**src/rtl/mem_pkg.sv**
```systemverilog
// Shared types and helpers for the data-memory responder slice.
package mem_pkg;

  typedef enum logic [1:0] {
    IDLE = 2'd0,
    WAIT = 2'd1,
    RESP = 2'd2
  } mem_state_e;

  localparam int WORD_BYTES = 4;

  function automatic int index_width(input int depth);
    return (depth > 1) ? $clog2(depth) : 1;
  endfunction

endpackage

```
**src/rtl/data_mem_array.sv**
```systemverilog
// Synchronous single-port word array: write and registered read on the same edge.
module data_mem_array #(
  parameter int DATA_W = 32,
  parameter int DEPTH  = 64,
  parameter int IDX_W  = 6
) (
  input  logic              clk,
  input  logic              we,
  input  logic [IDX_W-1:0]  index,
  input  logic [DATA_W-1:0] wdata,
  output logic [DATA_W-1:0] rdata
);

  logic [DATA_W-1:0] mem [DEPTH];

  always_ff @(posedge clk) begin
    if (we) begin
      mem[index] <= wdata;
    end
    rdata <= mem[index];
  end

endmodule

```
**src/rtl/data_mem_responder.sv**
```systemverilog
// Load/store responder: valid/ready request in, wait states, registered response out.
module data_mem_responder
  import mem_pkg::*;
#(
  parameter int ADDR_W      = 32,
  parameter int DATA_W      = 32,
  parameter int DEPTH       = 64,
  parameter int WAIT_CYCLES = 2
) (
  input  logic              clk,
  input  logic              rst,
  input  logic              req_valid,
  output logic              req_ready,
  input  logic              req_write,
  input  logic [ADDR_W-1:0] req_addr,
  input  logic [DATA_W-1:0] req_wdata,
  output logic              resp_valid,
  input  logic              resp_ready,
  output logic [DATA_W-1:0] resp_rdata,
  output logic              resp_err
);

  // Handshake: a transfer happens on a rising edge where valid && ready; the
  // initiator holds its request (and fields) until it sees that edge, and the
  // responder holds resp_* stable until its own handshake edge.

  localparam int IDX_W = index_width(DEPTH);
  localparam int OFF_W = $clog2(WORD_BYTES);
  localparam int CNT_W = (WAIT_CYCLES > 0) ? $clog2(WAIT_CYCLES + 1) : 1;

  mem_state_e        state, state_nxt;
  logic [CNT_W-1:0]  cnt, cnt_nxt;
  logic              wr_q, err_q, rdata_sel_q;
  logic [IDX_W-1:0]  idx_q;
  logic [DATA_W-1:0] wdata_q, arr_rdata;
  logic              accept, do_access, resp_hs, req_err;
  logic [IDX_W-1:0]  req_idx;

  assign req_ready = (state == IDLE) && !rst;
  assign accept    = req_valid && req_ready;
  assign resp_hs   = resp_valid && resp_ready;
  assign req_idx   = req_addr[OFF_W +: IDX_W];
  assign req_err   = (req_addr[OFF_W-1:0] != '0) || ((req_addr >> (OFF_W + IDX_W)) != '0);

  // WAIT always runs WAIT_CYCLES+1 cycles (zero-count included), so the array
  // access and resp_valid land exactly WAIT_CYCLES+1 edges after acceptance.
  assign do_access = (state == WAIT) && (cnt == '0);

  always_comb begin
    state_nxt = state;
    cnt_nxt   = cnt;
    unique case (state)
      IDLE: begin
        if (accept) begin
          state_nxt = WAIT;
          cnt_nxt   = CNT_W'(WAIT_CYCLES);
        end
      end
      WAIT: begin
        if (cnt == '0) state_nxt = RESP;
        else           cnt_nxt   = cnt - CNT_W'(1);
      end
      RESP: begin
        if (resp_hs) state_nxt = IDLE;
      end
      default: state_nxt = IDLE;
    endcase
  end

  always_ff @(posedge clk or posedge rst) begin
    if (rst) begin
      state       <= IDLE;
      cnt         <= '0;
      resp_valid  <= 1'b0;
      resp_err    <= 1'b0;
      rdata_sel_q <= 1'b0;
    end else begin
      state <= state_nxt;
      cnt   <= cnt_nxt;
      if (do_access) begin
        resp_valid  <= 1'b1;
        resp_err    <= err_q;
        rdata_sel_q <= !wr_q && !err_q;
      end else if (resp_hs) begin
        resp_valid  <= 1'b0;
        resp_err    <= 1'b0;
        rdata_sel_q <= 1'b0;
      end
    end
  end

  always_ff @(posedge clk) begin
    if (accept) begin
      wr_q    <= req_write;
      err_q   <= req_err;
      idx_q   <= req_idx;
      wdata_q <= req_wdata;
    end
  end

  // idx_q is frozen through RESP and nothing writes there, so the array's
  // read register keeps returning the captured word until the handshake.
  data_mem_array #(
    .DATA_W (DATA_W),
    .DEPTH  (DEPTH),
    .IDX_W  (IDX_W)
  ) u_array (
    .clk   (clk),
    .we    (do_access && wr_q && !err_q),
    .index (idx_q),
    .wdata (wdata_q),
    .rdata (arr_rdata)
  );

  assign resp_rdata = rdata_sel_q ? arr_rdata : '0;

endmodule

```
**config.mk**
```make
export PLATFORM = sky130hd
export DESIGN_NAME = data_mem_responder
export DESIGN_NICKNAME = d
export VERILOG_FILES = /design/src/rtl/mem_pkg.sv /design/src/rtl/data_mem_array.sv /design/src/rtl/data_mem_responder.sv
export SDC_FILE = /design/constraint.sdc
export NUM_CORES = 2
export LEC_CHECK = 0
export CORE_MARGIN = 3
export CORE_UTILIZATION = 62
export CTS_CLUSTER_SIZE = 16
export DETAILED_ROUTE_END_ITERATION = 12
export GPL_ROUTABILITY_DRIVEN = 1
export PLACE_DENSITY = 0.79
export SLEW_MARGIN = 30
export SYNTH_ARGS = -nofsm -noshare
export SYNTH_HDL_FRONTEND = slang
export SYNTH_SLANG_ARGS = --single-unit
```
**constraint.sdc**
```tcl
create_clock -name clk -period 4.3 [get_ports clk]
set_input_delay 1.29 -clock clk [delete_from_list [all_inputs] [get_ports clk]]
set_output_delay 1.29 -clock clk [all_outputs]
set_load 0.03 [all_outputs]
```
==> out/results.ini <==
[min_path]
hold_end = rdata_sel_q
min-delay-start = wr_q
min_path_type = reg2reg
min_delay_path_depth = 1

[final_layout]
instances_no_fill = 6069
stdcell_area_um2 = 90990
finalNetCount = 4248
area_growth_syn_to_layout_pct = 13.32
drive_above_1_share = 0.1780

[cts]
clockBufferDepth = 3
cts.sinks = 2127
cts_root_buffer = clkbuf_16
holdBufCountCts = 0
cts_tree = built
cts_resized = 0
htreeDepth = 4
clk_pin_slew_worst_paths_ns = 0.05
post_cts_buffers = 0
clock_latency_ns = 0.83
numCtsBuffers = 198

[placement]
place_congestion = 0.8142
port_buffers = 103
place_area_um2 = 84700
place_inst = 5707
dp_hpwl_um = 103600

[critical_path]
cp-end-kind = output port
r2r_slack_ns = 0.75
r2r-start = state[1]
critPathMaxFanout = 2
reg2reg_to = u_array.mem[34][10]
cp.required_ns = 3.01
start_kind = input pin
reg2reg_depth = 7
arrival_ns = 2.62
crit_type = in2out

[routing]
drt-pass1-iter-count = 6
wire_per_inst_um = 32.62
vias = 42480
drtAntennaViolNets = 0
drc = 0
routed_wl_um = 197900
drtIter0Drc = 6922
via_per_inst = 7.000

[synth]
post-synth-top-area-fraction = 0.7809
synthTopCellsByArea = edfxtp_1 78%, mux4_2 7.0%, mux2i_1 4.7%, a221oi_1 2.7%, o22ai_1 0.94%
synth.distinct_cells = 49
synth_cells = 3961
synth_edf_count = 2088
syn_area_um2 = 80290
synth_top_cell_by_area = edfxtp_1
ys.warnings.count = 0
async_flop_share = 0.003291
synth_seq_area_share = 0.7910
synth_ff_type = edfxtp_1
ys_seq_elements = 2127
syn-num-nets = 4031
syn_area_per_cell_um2 = 20.27

[status]
status = completed

[global_routing]
grt_usage = 0.2945
gr-total-overflow = 0
first_global_vias = 42520
grt_antenna_before_repair = 12
grt_first_pass_wirelength_um = 287700
grt_start_max_net_pins = 191

[die]
dieWidth_um = 365.9
io_pins = 104
start_util = 0.6272
placementRows = 131
coreArea_um2 = 128000
die_y_um = 365.9
die_area_um2 = 133900

[timing]
period_share = 0.9083
fin_hold_ws_ns = 0.4755
setup-tns-final_ns = 0
hold_viol = 0
worst_slew_pin_slew_ns = 1.037
setup_violations = 0
slew_viol_final = 0
relSlewSlack = 0.3065
fin_crit_ns = 3.906
rsz0062_at_grt = no
clock_skew_ns = 0.02525
fmax_mhz = 256.0

[power]
ir_drop_uv = 498.9
power.density_nw_per_um2 = 491.4
p_leak_uw = 0.02902

[flow_run]
cap_violations = 0

-- report_power, final --
part / total (uW) / internal (uW) / switching [uW]
Clock: 17000 / 9570 / 7410
Sequential: 23500 / 23300 / 172
Combinational: 4240 / 1470 / 2760
-- synthesized netlist by cell type, types with 9 or more instances --
cell	number
o22ai_1	121
nand2_1	27
mux2i_1	379
nand3_1	9
clkbuf_1	119
a31oi_1	13
a221oi_1	247
o22a_1	62
a22oi_1	34
mux4_2	249
nor2_1	169
and2_1	37
edfxtp_1	2088
buf_2	96
o21ai_1	31
o21ai_0	94
mux2_2	10
buf_6	12
nand4_1	33
buf_1	21
dfxtp_1	32
-- worst max-delay path by stage --
stage	start	end	slack (ns)	cells after the start
after detailed placement	rst	req_ready	0.37	3
after CTS	rst	req_ready	0.37	3
after global placement	rst	req_ready	0.36	3
final	rst	req_ready	0.39	3
after global routing	rst	req_ready	0.32	3
after floorplan	rst	cnt[1]	0.75	5
-- per-stage QoR --
step	setup slack, ns	total power, uW	utilization
floorplan	0.7534	26490	-
global placement	0.3602	27930	0.6614
detailed placement	0.3743	28060	0.6616
CTS	0.3743	44810	0.7107
global route	0.3153	45860	0.7107
finish	0.3943	44710	0.7108
-- cell usage in the layout (no fill, tap or decap), types with 7 or more instances in the layout --
master | synthesis | final
a221oi_1 | 247 | 247
a22oi_1 | 34 | 34
a31oi_1 | 13 | 13
and2_1 | 37 | 34
buf_12 | 0 | 46
buf_4 | 7 | 121
bufinv_16 | 0 | 13
clkbuf_1 | 119 | 55
clkbuf_16 | 0 | 199
clkbuf_8 | 0 | 15
clkdlybuf4s50_1 | 0 | 103
clkinv_1 | 2 | 38
clkinv_2 | 0 | 22
dfrtp_1 | 7 | 7
dfxtp_1 | 32 | 32
edfxtp_1 | 2088 | 2088
mux2_2 | 10 | 10
mux2i_1 | 379 | 379
mux4_2 | 249 | 249
nand2_1 | 27 | 27
nand3_1 | 9 | 8
nand4_1 | 33 | 33
nor2_1 | 169 | 103
nor2_4 | 0 | 66
nor2b_1 | 8 | 8
nor4_1 | 7 | 7
o21ai_0 | 94 | 94
o21ai_1 | 31 | 31
o22a_1 | 62 | 62
o22ai_1 | 121 | 121
-- critical path, stage by stage --
cell	delay, ns
clkdlybuf4s50_1	0.42
nor3_1	0.19
clkdlybuf4s50_1	0.71
-- state kept, by name, summed over array words and instances (netlist names) --
register and count:
err_q 1, state 2, u_array.rdata 32, rdata_sel_q 1
u_array.mem 2048, idx_q 6, wdata_q 32, wr_q 1
resp_err 1, cnt 2, resp_valid 1
-- metal layers --
metal	up-vias	part of all wire	global-route usage
met3	489	0.12	0.06228
li1	17060	-	-
met2	3098	0.49	0.4688
met1	21830	0.36	0.4091
met4	6	0.037	0.1097
met5	-	0.00022	0
-- layout make-up --
cell class / instances / area, um^2
Clock buffer: 269 / 5393
Inverter: 8 / 37.54
Antenna cell: 3 / 7.507
Fill cell: 7133 / 37020
Multi-Input combinational cell: 1571 / 16080
Sequential cell: 2127 / 63520
Tap cell: 1729 / 2163
Clock inverter: 90 / 892.1
Timing Repair Buffer: 272 / 2899
-- cell families after synthesis --
| group | Yosys count | share of synthesized area |
|---|---|---|
| flip-flops | 2127 | 0.7910 |
| adder cells (fa/ha/maj) | 1 | 0.0001558 |
| multiplexers | 638 | 0.1185 |
| buffers and inverters | 263 | 0.01524 |
| AND/OR/NAND/NOR | 312 | 0.01833 |
| AO/OA/AOI/OAI | 620 | 0.05675 |
Note: power is estimated with default switching activity, not from simulation.
